`src/rtl/pitch_out_fifo.sv`:
```
// Output FIFO between the pitch-shift stage and the audio codec: primes to PRIME samples, then streams.
// Optional saturating drop/starve statistics are built when PITCH_OUT_FIFO_STATS_EN is defined.
module pitch_out_fifo #(
    parameter int D     = 16,
    parameter int PRIME = 4
) (
    input  logic                 clk,
    input  logic                 rst,
    input  logic [31:0]          pitch_shift_out,
    input  logic                 pitch_shift_val,
    input  logic                 audio_out_ready,
    output logic [31:0]          audio_out_data,
    output logic                 audio_out_val,
    output logic [$clog2(D):0]   fifo_count
`ifdef PITCH_OUT_FIFO_STATS_EN
    ,
    output logic [15:0]          overflow_cnt,
    output logic [15:0]          underflow_cnt
`endif
);

    localparam int AW = $clog2(D);
    localparam int CW = AW + 1;

    typedef enum logic {
        FILL = 1'b0,
        RUN  = 1'b1
    } state_t;

    state_t          state_q;
    logic [AW-1:0]   rd_ptr_q, rd_ptr_d;
    logic [AW-1:0]   wr_ptr_q, wr_ptr_d;
    logic [CW-1:0]   count_q, count_d;
    logic [31:0]     hold_q, hold_d;
    logic [31:0]     mem [D];

    logic            full;
    logic            empty;
    logic            handshake;
    logic            pop;
    logic            push;
    logic            starve;
    logic [31:0]     head;

    assign full      = (count_q == CW'(D));
    assign empty     = (count_q == '0);
    assign head      = mem[rd_ptr_q];
    assign handshake = (state_q == RUN) && audio_out_ready;
    assign pop       = handshake && !empty;
    assign starve    = handshake && empty;
    // A pop in the same cycle frees the slot, so a full FIFO still accepts the sample.
    assign push      = pitch_shift_val && (!full || pop);

    // Outputs depend only on registered state, so ready never reaches val combinationally.
    assign audio_out_val  = (state_q == RUN);
    assign audio_out_data = ((state_q == RUN) && !empty) ? head : hold_q;
    assign fifo_count     = count_q;

    always_comb begin
        // NOTE: every variable gets a default first so no path leaves it unassigned (no latch).
        rd_ptr_d = rd_ptr_q;
        wr_ptr_d = wr_ptr_q;
        count_d  = count_q;
        hold_d   = hold_q;

        if (pop) begin
            rd_ptr_d = rd_ptr_q + AW'(1);
            hold_d   = head;
        end
        if (push) begin
            wr_ptr_d = wr_ptr_q + AW'(1);
        end

        unique case ({push, pop})
            2'b10:   count_d = count_q + CW'(1);
            2'b01:   count_d = count_q - CW'(1);
            default: count_d = count_q;
        endcase
    end

    // NOTE: sequential state uses non-blocking assignments; combinational blocks above use blocking.
    always_ff @(posedge clk) begin
        if (rst) begin
            state_q  <= FILL;
            rd_ptr_q <= '0;
            wr_ptr_q <= '0;
            count_q  <= '0;
            hold_q   <= '0;
        end else begin
            rd_ptr_q <= rd_ptr_d;
            wr_ptr_q <= wr_ptr_d;
            count_q  <= count_d;
            hold_q   <= hold_d;
            unique case (state_q)
                FILL:    if (count_q >= CW'(PRIME)) state_q <= RUN;
                RUN:     if (starve)                state_q <= FILL;
                default:                            state_q <= FILL;
            endcase
        end
    end

    // NOTE: the sample RAM is deliberately not reset; the pointers and count define what is valid.
    always_ff @(posedge clk) begin
        if (push && !rst) begin
            mem[wr_ptr_q] <= pitch_shift_out;
        end
    end

`ifdef PITCH_OUT_FIFO_STATS_EN
    logic        drop;
    logic [15:0] overflow_q, overflow_d;
    logic [15:0] underflow_q, underflow_d;

    assign drop = pitch_shift_val && full && !pop;

    always_comb begin
        overflow_d  = overflow_q;
        underflow_d = underflow_q;
        if (drop && (overflow_q != 16'hFFFF)) begin
            overflow_d = overflow_q + 16'd1;
        end
        if (starve && (underflow_q != 16'hFFFF)) begin
            underflow_d = underflow_q + 16'd1;
        end
    end

    always_ff @(posedge clk) begin
        if (rst) begin
            overflow_q  <= '0;
            underflow_q <= '0;
        end else begin
            overflow_q  <= overflow_d;
            underflow_q <= underflow_d;
        end
    end

    assign overflow_cnt  = overflow_q;
    assign underflow_cnt = underflow_q;
`endif

endmodule

```
`config.mk`:
```
export PLATFORM = sky130hd
export DESIGN_NAME = pitch_out_fifo
export DESIGN_NICKNAME = d
export VERILOG_FILES = /design/src/rtl/pitch_out_fifo.sv
export SDC_FILE = /design/constraint.sdc
export NUM_CORES = 1
export LEC_CHECK = 0
export ABC_AREA = 1
export BUFFER_PORTS_ARGS = -buffer_cell sky130_fd_sc_hd__buf_2
export CAP_MARGIN = 20
export CORE_ASPECT_RATIO = 0.6
export CORE_MARGIN = 2
export CORE_UTILIZATION = 47
export CTS_BUF_LIST = sky130_fd_sc_hd__clkbuf_2 sky130_fd_sc_hd__clkbuf_4 sky130_fd_sc_hd__clkbuf_8
export DETAILED_ROUTE_END_ITERATION = 16
export HOLD_SLACK_MARGIN = 0.15
export PLACE_DENSITY = 0.73
export REMOVE_ABC_BUFFERS = 1
export SLEW_MARGIN = 5
export SYNTH_ARGS = -nofsm -noshare
export SYNTH_HDL_FRONTEND = slang
export SYNTH_SLANG_ARGS = --single-unit
```
`constraint.sdc`:
```
create_clock -name clk -period 4.87 [get_ports clk]
set_clock_uncertainty 0.15 [all_clocks]
set_input_delay 0.7305 -clock clk [delete_from_list [all_inputs] [get_ports clk]]
set_output_delay 0.7305 -clock clk [all_outputs]
set_load 0.005 [all_outputs]
```
After elaboration in Yosys (flattened, before gate mapping)
Memories as Yosys holds them, arrays and structs flattened. A register that Yosys moved wholly into a read port is not among the register bits. Cells that the tools add are included.

RAM bits: 512. Flip-flop bits (word level): 46. Logic and storage cells: 36. Input bits: 36. Memories kept: 1.

Equality and inequality tests: 3. Muxes and demuxes: 9. $add $sub $neg: 4. $lt $le $gt $ge: 1. Bitwise operators: 1. Reductions and logical operators: 12.

Memories: mem (depth 16, width 32, rd ports 1, clocked after Yosys merged registers in 1, wr ports 1, RTL line 35) `logic [31:0] mem [D];`.

Operator list (number): $mux 32 (1); $pmux 5 s2 (1); $add 4x1->4 const B (2); $mux 4 (2); $logic_and 1x1->1 (6); $add 5x1->5 const B (1); $eq 5x5->1 const B (1); $ge 5x3->1 const B (1); $logic_not 5->1 (1); $sub 5x1->5 const B (1); $mux 1 (4); $logic_not 1->1 (3); $eq 2x1->1 const B (1); $eq 2x2->1 const B (1); $pmux 1 s2 (1); $reduce_bool 2->1 (1); $logic_or 1x1->1 (1); $not 1->1 (1).

Longest topological paths before layout
Word-level depth: 8. Mapped depth: 19.

Worst setup path before layout
Ideal clock, no wire load.

Path type: input port to flip-flop. From: in audio_out_ready. To: mem mem[0][0], enable pin. Stages on the path: 6. Path slack: 1.640 ns. Path buffers: 0. Data arrival time: 2.659 ns. Library setup time: 0.421 ns. Required time: 4.299 ns. Cell sequence: nand2_1 nand3_1 nand2_1 inv_1 nand2_1 nor2_1.

Word-level cells in the longest chain between the ends: 7.

Ends and longest elaborated chain: from (decl) (RTL line 11) `input logic audio_out_ready,`; $logic_and 1x1->1 (RTL line 48) `assign handshake = (state_q == RUN) && audio_out_ready;`; $logic_and 1x1->1 (RTL line 49) `assign pop = handshake && !empty;`; $logic_or 1x1->1 (RTL line 52) `assign push = pitch_shift_val && (!full || pop);`; $logic_and 1x1->1 (RTL line 52); $logic_and 1x1->1 (RTL line 104) `if (push && !rst) begin`; $mux 1 (RTL line 104); $mux 1 (not written as such) (RTL line 105) `mem[wr_ptr_q] <= pitch_shift_out;`; to (decl) (RTL line 35).

Every way passes these cells.

==> impl_metrics.toml <==
[floorplan]
core_area_sq_um = 51000
io-pin-count = 74
initial_core_util = 0.476
fp.dieW_um = 297
die_h_um = 180
die_area_sq_um = 53600
rows = 64

[min_path]
hold-path-cell-count = 3
hp-class = "input pin to flip-flop"

[layout]
layout-drive-gt1-share = 0.108
most-common-layout-cells = "833 x nand2_1, 512 x edfxtp_1, 366 x nand3_1"
final_common_cell = "nand2_1"
syn_to_final_growth_pct = 10.8
final_util = 0.528
nNetsFinal = 2531
fillers = 4396

[setup_path]
crit_arrival_ns = 3.21
cpMaxStageDelayCell = "inv_6"
crit_required_ns = 3.99
critPathCaptureType = "primary output"
critPathTopFamily = "buffers and inverters"
critPathMaxFanout = 115
crit_buf_inv = 3
rr_worst_depth = 9
cpMostUsedCell = "nand2_1"
path_class = "flip-flop to primary output"
r2r_slack_ns = 1.80
worst_path_largest_cell_delay_ns = 0.74
crit_chain = "inv_6 -> buf_4 -> nand2_1 -> nand2_1 -> nand2_1 -> nand3_1 -> nand3_1 -> nand2_1 -> nand2_1 -> nand2_1 -> buf_2"
setup.worst_path.start_class = "flip-flop"
path_depth = 11

[drt]
wirelength_um = 59300
ant_nets = 0
wl_met2_um = 26700
post_drt_wl_per_cell_um = 18.3
dr.max_layer_used = "met4"
drt-initial-drc-count = 1680
first_pass_iters = 6
drc = 0
vias = 16900
wl_met1_um = 25700
routed_via_density = 5.20
routed-wl-met3_um = 5170

[sta]
rsz0062_at_grt = "no"
setup_ws_ns = 0.778
finalCriticalPeriod_ns = 4.09
slew-limit-headroom = 0.322
clock.fmax_mhz = 244
report.final.slew_viol_count = 0
hold_viol_final = 0
tns_ns = 0
worst_slew_pin_slew_ns = 1.02
hold_ws_ns = 0.244
finalCritPeriodShare = 0.840
setup_viol = 0

[clock_network]
cts_tree = "yes"
cts-root-buf = "clkbuf_8"
clock_path_buffers = 3
postCtsHoldBufs = 0
cts_made_buffers = 81
clkSlewWorstSetupHoldPaths_ns = 0.07
post_cts.repair.setup_buffers = 0
clock_sinks = 562
htree_num_levels = 3
clkLatencyLatePin_ns = 0.64
ctsResizeCount = 0

[outcome]
status = "completed"

[logic_synthesis]
synth_seq_cells = 562
netlist_area_sq_um = 24300
synth_area_per_cell_sq_um = 10.0
async_flop_share = 0
ys_types = 27
synth-edff-count = 512
ys.flop_type = "edfxtp_1"
yosys_warnings = 0
seq_area_frac_synth = 0.674
synth_cells = 2419

[power]
ir_drop_uv = 243
power.leakage_nw = 11.4
p_clk_frac = 0.344
power_density_nw_per_um2 = 407
combPwrFrac = 0.158
p_int_mw = 7.87
power.share.switching = 0.282
seqPwrFrac = 0.498
switchingPower_mw = 3.09

[placement]
post-dp-hpwl_um = 32200
place.gp.congestion = 0.792
place_ws_ns = 1.47
numPortBuffers = 73

[flow_run]
maxCapViolCount = 0

[grt]
antenna_found_initial = 1
grt_pass1_wl_um = 91700
gr-total-overflow = 0
track_usage = 0.221
grt_pass1_vias = 16400
grt_max_degree = 116
[state kept, by name (all words and copies together), names as in the netlist, named ones only]
| name | cells |
|---|---|
| audio_out_val | 1 |
| wr_ptr_q | 4 |
| fifo_count | 5 |
| rd_ptr_q | 4 |
| hold_q | 32 |
| mem | 512 |
[worst paths after layout]
check,startpoint,endpoint
setup reg to reg,fifo_count[2]$_SDFFE_PP0P_,mem[13][8]$_DFFE_PP_
hold reg to reg,rd_ptr_q[3]$_SDFFE_PP0P_,flip-flop
setup / recovery,flip-flop,audio_out_data[1]
hold / removal,pitch_shift_val,wr_ptr_q[2]$_SDFFE_PP0P_
[cells in the mapped netlist, types with 4 or more instances]
cell type	count	area [sq um]
ha_1	8	100
xor2_1	6	52.6
nor2_1	144	541
dfxtp_1	50	1000
clkbuf_1	22	82.6
o211ai_1	5	37.5
a21oi_1	11	55.1
o21ai_0	34	170
inv_2	4	15.0
nand3_1	366	1830
buf_6	25	282
edfxtp_1	512	15400
nand2_1	834	3130
buf_2	55	275
buf_1	19	71.3
inv_1	313	1170
[cell families after synthesis]
logic type,count (synthesis),synth area share
AO/OA/AOI/OAI,52,0.0114
XOR/XNOR,7,0.00252
adder cells (fa/ha/maj),8,0.00412
buffers and inverters,442,0.0796
flip-flops,562,0.674
AND/OR/NAND/NOR,1348,0.228
[worst register-to-register path: cells and delay by family (launching register included)]
| kind | cells | cell delay [ns] |
|---|---|---|
| buffers and inverters | 3 | 0.66 |
| DFF | 1 | 0.39 |
| and+or+nand+nor | 6 | 1.54 |
[final cells by class]
class | count | area (sq um) | share of cell area
Timing Repair Buffer | 108 | 746 | 0.0277
Antenna cell | 1 | 2.50 | 0.0000930
Sequential cell | 562 | 16400 | 0.609
Multi-Input combinational cell | 1415 | 6100 | 0.227
Clock buffer | 117 | 1450 | 0.0538
Tap cell | 693 | 867 | 0.0322
Clock inverter | 28 | 164 | 0.00609
Inverter | 319 | 1200 | 0.0448
[through the flow]
step	cell area, sq um	total power, mW	instances
after floorplan	23600	6.71	2296
after global placement	25200	7.24	3093
after detailed placement	25300	7.29	3097
after CTS	26900	11.0	3242
after global routing	26900	11.5	3242
final	26900	11.0	3243
[power by group through the flow]
stage	logic (mW)	registers (mW)	clock network, mW
after floorplan	1.10	5.61	0
after global placement	1.67	5.56	0
after detailed placement	1.72	5.57	0
after CTS	1.73	5.46	3.82
after global routing	1.95	5.47	4.05
final	1.73	5.46	3.77
[layer usage]
layer / GRT usage / vias to the layer above
li1: - / 7984
met1: 0.306 / 7981
met2: 0.345 / 753
met3: 0.0482 / 134
met4: 0.0806 / 0
met5: 0 / -
Note: power is estimated with default switching activity, not from simulation.
